===== src/rtl/cic_decim_ctrl.sv =====
// Flush/settle/run sequencer wrapped around one cic_decimator instance.
// Optional sample counter output enabled by defining CIC_CTRL_SAMPLE_COUNT_EN.
module cic_decim_ctrl #(
    parameter int unsigned DATA_WIDTH   = 32,
    parameter int unsigned STAGES       = 3,
    parameter int unsigned FLUSH_CYCLES = 4,
    parameter int unsigned BURST_WIDTH  = 16,
    parameter int unsigned DROP_WIDTH   = 8
) (
    input  logic                   clk,
    input  logic                   rst_n,
    input  logic                   start,
    input  logic                   stop,
    input  logic [BURST_WIDTH-1:0] cfg_burst_len,
    input  logic [DATA_WIDTH-1:0]  in_data,
    input  logic                   in_valid,
    output logic                   in_ready,
    output logic [DATA_WIDTH-1:0]  cic_data_in,
    output logic                   cic_valid,
    output logic                   cic_flush_n,
    input  logic [DATA_WIDTH-1:0]  cic_data_out,
    input  logic                   cic_out_valid,
    output logic [DATA_WIDTH-1:0]  out_data,
    output logic                   out_valid,
    output logic                   done,
    output logic                   busy,
    output logic [1:0]             state_o,
    output logic [DROP_WIDTH-1:0]  drop_cnt
`ifdef CIC_CTRL_SAMPLE_COUNT_EN
    ,
    output logic [31:0]            sample_cnt
`endif
);

    localparam int unsigned FW = (FLUSH_CYCLES > 1) ? $clog2(FLUSH_CYCLES) : 1;
    localparam int unsigned SW = (STAGES > 1) ? $clog2(STAGES) : 1;

    typedef enum logic [1:0] {
        IDLE   = 2'b00,
        FLUSH  = 2'b01,
        SETTLE = 2'b10,
        RUN    = 2'b11
    } state_t;

    state_t                 state;
    logic [FW-1:0]          flush_cnt;
    logic [SW-1:0]          settle_cnt;
    logic [BURST_WIDTH-1:0] burst_len;
    logic [BURST_WIDTH-1:0] out_cnt;
    logic                   burst_end;

    assign state_o     = state;
    assign busy        = (state != IDLE);
    assign in_ready    = (state == SETTLE) || (state == RUN);
    assign cic_flush_n = (state == SETTLE) || (state == RUN);

    assign burst_end = (state == RUN) && cic_out_valid && !stop &&
                       (burst_len != '0) &&
                       (out_cnt == burst_len - BURST_WIDTH'(1));

    always_ff @(posedge clk or negedge rst_n) begin
        if (!rst_n) begin
            state       <= IDLE;
            flush_cnt   <= '0;
            settle_cnt  <= '0;
            burst_len   <= '0;
            out_cnt     <= '0;
            cic_data_in <= '0;
            cic_valid   <= 1'b0;
            out_data    <= '0;
            out_valid   <= 1'b0;
            done        <= 1'b0;
            drop_cnt    <= '0;
`ifdef CIC_CTRL_SAMPLE_COUNT_EN
            sample_cnt  <= '0;
`endif
        end else begin
            out_valid   <= 1'b0;
            done        <= 1'b0;
            cic_data_in <= in_data;
            // Suppress the forward on cycles that leave RUN/SETTLE so the CIC
            // never sees a valid while its flush is asserted.
            cic_valid   <= in_valid && in_ready && !stop && !burst_end;

            if (state == IDLE && start && !stop)
                drop_cnt <= '0;
            else if (in_valid && !in_ready && busy && drop_cnt != '1)
                drop_cnt <= drop_cnt + DROP_WIDTH'(1);

            case (state)
                IDLE: begin
                    if (start && !stop) begin
                        state     <= FLUSH;
                        flush_cnt <= '0;
                        burst_len <= cfg_burst_len;
`ifdef CIC_CTRL_SAMPLE_COUNT_EN
                        sample_cnt <= '0;
`endif
                    end
                end
                FLUSH: begin
                    if (stop) begin
                        state <= IDLE;
                    end else if (flush_cnt == FW'(FLUSH_CYCLES - 1)) begin
                        state      <= SETTLE;
                        settle_cnt <= '0;
                    end else begin
                        flush_cnt <= flush_cnt + FW'(1);
                    end
                end
                SETTLE: begin
                    if (stop) begin
                        state <= IDLE;
                    end else if (cic_out_valid) begin
                        if (settle_cnt == SW'(STAGES - 1)) begin
                            state   <= RUN;
                            out_cnt <= '0;
                        end else begin
                            settle_cnt <= settle_cnt + SW'(1);
                        end
                    end
                end
                RUN: begin
                    if (stop) begin
                        state <= IDLE;
                    end else if (cic_out_valid) begin
                        out_valid <= 1'b1;
                        out_data  <= cic_data_out;
`ifdef CIC_CTRL_SAMPLE_COUNT_EN
                        sample_cnt <= sample_cnt + 32'd1;
`endif
                        if (burst_end) begin
                            done  <= 1'b1;
                            state <= IDLE;
                        end else if (burst_len != '0) begin
                            out_cnt <= out_cnt + BURST_WIDTH'(1);
                        end
                    end
                end
                default: state <= IDLE;
            endcase
        end
    end

endmodule


===== config.mk =====
export PLATFORM = sky130hd
export DESIGN_NAME = cic_decim_ctrl
export DESIGN_NICKNAME = d
export VERILOG_FILES = /design/src/rtl/cic_decim_ctrl.sv
export SDC_FILE = /design/constraint.sdc
export NUM_CORES = 1
export LEC_CHECK = 0
export ABC_AREA = 1
export CORE_ASPECT_RATIO = 0.75
export CORE_MARGIN = 10
export CORE_UTILIZATION = 35
export CTS_CLUSTER_DIAMETER = 200
export DETAILED_ROUTE_END_ITERATION = 8
export GPL_TIMING_DRIVEN = 1
export PLACE_DENSITY_LB_ADDON = 0.1
export SYNTH_ARGS = -nofsm -noshare
export SYNTH_HDL_FRONTEND = slang
export SYNTH_SLANG_ARGS = --single-unit

===== constraint.sdc =====
create_clock -name clk -period 1.76 [get_ports clk]
set_input_delay 0.352 -clock clk [delete_from_list [all_inputs] [get_ports clk]]
set_output_delay 0.352 -clock clk [all_outputs]
set_load 0.01 [all_outputs]

==> metrics <==
Max VDD drop approximately 0.00082 V; RR Startpoint burst_len[5]$_DFFE_PN0P_; Clock Pin Slew Worst Setup and Hold Paths 60 ps; layout cell share with drive strength beyond 1 about 22%; Top cell by count, worst path nor2_2; fin crit share 114%; fin crit period 2010 ps; syn_nets a little over 700; worst relative slew slack between 60% and 70%; commonest cells after routing, fill and taps aside 236 x nand2_1, 144 x clkdlybuf4s50_1, 109 x dfrtp_1; vias per cell between 4 and 5; CP peak stage delay approximately 420 ps; ordered list of cells on the worst path nor2_2 -> buf_4 -> inv_2 -> nor2_4 -> nand2_1 -> o21bai_1 -> nand3_1 -> nor2_2 -> nand4_4 -> nand2_8 -> clkbuf_16 -> o21ai_2; largest net degree at the start of global routing 37; vias in the first global route approximately 5200; critical path's slowest cell dfrtp_1; Inst Count DP between 1000 and 1500; post-synthesis instance total 630; synthesized cell area around 0.0053 mm²; Slew Viols, Final 0; worst hold path endpoint cic_data_in[28]$_DFF_PN0_; most common cell after layout, fill and taps aside nand2_1; Worst Tran Pin Value between 400 and 500 ps; Root Driver clkbuf_16; Setup violations, final 20; # DRC 0; Synth Flop Type dfrtp_1; crit end category flip-flop; Min-Delay Path Depth 1; Seq/Total Area, Yosys between 50 and 60%; number of diodes 0; non-filler cells, final approximately 1100; Post-Route WL between 15 and 20 mm; r2r endpoint out_cnt[15]$_DFFE_PN0P_; WP data arrival between 2000 and 2500 ps; leakage approximately 4.2 nW; clock sinks 113; MaxCap Viol Count 0; FP Rows 38; GRT Util Overall between 10% and 20%; CP Class flip-flop to flip-flop; worst hold margin ~360 ps; Vias between 4000 and 5000; setup ws final -254 ps; outcome complete, but fails checks; initial antenna violation count 0; #FFs+latches synth between 100 and 150; IO Pins approximately 170; worst hold start in_data[28]; Syn Area/Cell between 8 and 9 µm²; core footprint 0.0146 mm²; Starting Density ~36%; critical path fanouts, max 6; CTS tree yes; clk_lat worst skew ~420 ps; H-Tree Depth 4; CTS Buf Count 17; DIE WIDTH about 160 µm; drt first pass iters 4; R2R Setup Slk -250 ps; number of flops mapped to enable cells by yosys 0; DRT iter0 DRCs about 230; Placer Congestion ~0.83; failing checks setup timing; min-delay worst type input pin to flip-flop; nets ~970; # port buffers about 170; Routed Antenna Nets 0; RSZ-0062 raised after global routing yes; nature of the critical path startpoint flip-flop; Reg2Reg Depth 12; CTS max path bufs 2; Post-DP HPWL 12.6 mm; Layout area overhead 62.4%; Setup Skew 11.4 ps; WP data required 2060 ps; Synth Warn # 0; count of cell types in the netlist 34; GRT Residual Overflow 0; Final Hold Viols 0; Max Fclk about 0.5 GHz; WL/cell between 15 and 20 µm; Synth async-reset ratio between 90% and 100%; pwr/cell area between 1000 and 1500 mW/mm²; first-pass GRT wire length around 27 mm; Die H 126 µm; die area 0.0204 mm²; TNS Setup -4430 ps
[state kept, by name (all words and copies together) (netlist names), 2 cells and up]
signal and cells:
cic_data_in 32, out_data 32, burst_len 16, out_cnt 16, drop_cnt 8, flush_cnt 2
settle_cnt 2, state_o 2
[final cells by class]
| cell class | instances | area (µm²) |
|---|---|---|
| flip-flops and latches | 113 | 2830 |
| well taps | 200 | 250 |
| repair buffers | 251 | 2390 |
| multi-input cells | 441 | 2270 |
| clock buffers | 17 | 425 |
| inverters | 53 | 204 |
| clock inverters | 15 | 196 |
| fillers | 1330 | 6030 |
[worst max-delay path by stage]
stage / from / to
2_1_floorplan: burst_len[0]$_DFFE_PN0P_ / out_cnt[0]$_DFFE_PN0P_
3_3_place_gp: cic_out_valid / out_cnt[9]$_DFFE_PN0P_
3_5_place_dp: cic_out_valid / out_cnt[1]$_DFFE_PN0P_
4_1_cts: burst_len[0]$_DFFE_PN0P_ / out_cnt[15]$_DFFE_PN0P_
5_1_grt: burst_len[5]$_DFFE_PN0P_ / out_cnt[3]$_DFFE_PN0P_
6_report: burst_len[5]$_DFFE_PN0P_ / out_cnt[15]$_DFFE_PN0P_
[per-layer routing]
layer / part of all wire, % / vias to the layer above / track usage [%]
met5: 0 / - / 0
met4: 0.70 / 0 / 3.74
met3: 11 / 9 / 9.86
met2: 45 / 140 / 24.8
met1: 43 / 2266 / 20.3
li1: - / 2447 / -
[critical path, delay by kind of cell (launching register included)]
kind | cells | cell delay (ps)
DFF | 1 | 420
buffers and inverters | 3 | 330
AOI/OAI and AO/OA | 2 | 220
and+or+nand+nor | 7 | 900
[power by group]
group / switching [W] / leakage (nW) / internal, W
sequential: 0.000519 / 1.42 / 0.00327
clock: 0.00135 / 0.301 / 0.00227
combinational: 0.00237 / 2.53 / 0.00238
total: 0.00423 / 4.25 / 0.00792
[through the flow]
| step | setup WS (ps) | area [µm²] | utilization (%) | total power [W] |
|---|---|---|---|---|
| after floorplan | 9.26 | 5290 | - | 0.00577 |
| after global placement | -288 | 7670 | 52.5 | 0.00821 |
| after detailed placement | -376 | 7670 | 52.5 | 0.00829 |
| after CTS | -199 | 8430 | 57.7 | 0.0121 |
| after global routing | -376 | 8570 | 58.7 | 0.0130 |
| final | -254 | 8570 | 58.7 | 0.0121 |
[repair_timing]
action / 4_1_cts / 5_1_grt
resized for setup: 34 / 38
endpoints found under the setup margin: 32 / 35
gates cloned: 0 / 1
hold endpoints to repair: 27 / 0
hold buffers: 1 / 0
setup buffers: 9 / 1
pin swaps: 6 / 18
[cell families (layout without fill, tap and decap cells)]
kind of cell	count (synthesis)	in the layout	synth area share, %
buffers and inverters	76	336	6.31
muxes	1	1	0.213
AOI/OAI and AO/OA	40	40	4.27
adders and majority gates	6	6	1.42
DFF	113	113	53.6
and+or+nand+nor	366	366	29.6
xor gates and xnor gates	28	28	4.65
[cells in the mapped netlist, types with 2 or more instances]
library cell  count  area [µm²]
xor2_1           19         166
inv_2             5        18.8
o21ai_0          23         115
clkbuf_2          2        10.0
o21ai_2           4        35.0
nand3_1          21         105
nand2_2          14        87.6
clkbuf_1         11        41.3
nand2_1         245         920
nand4_1           6        37.5
nand2_4           2        22.5
nor2_1           51         191
ha_1              6        75.1
o21ai_1           3        15.0
buf_2             7        35.0
nor2_2            4        25.0
nand3b_1          4        30.0
buf_12            2        40.0
nor4_1            4        25.0
a21oi_1           7        35.0
nor3_1            9        45.0
dfrtp_1         113        2830
inv_1            48         180
xnor2_1           9        78.8
nor2_4            2        22.5
Note: power is estimated with default switching activity, not from simulation.
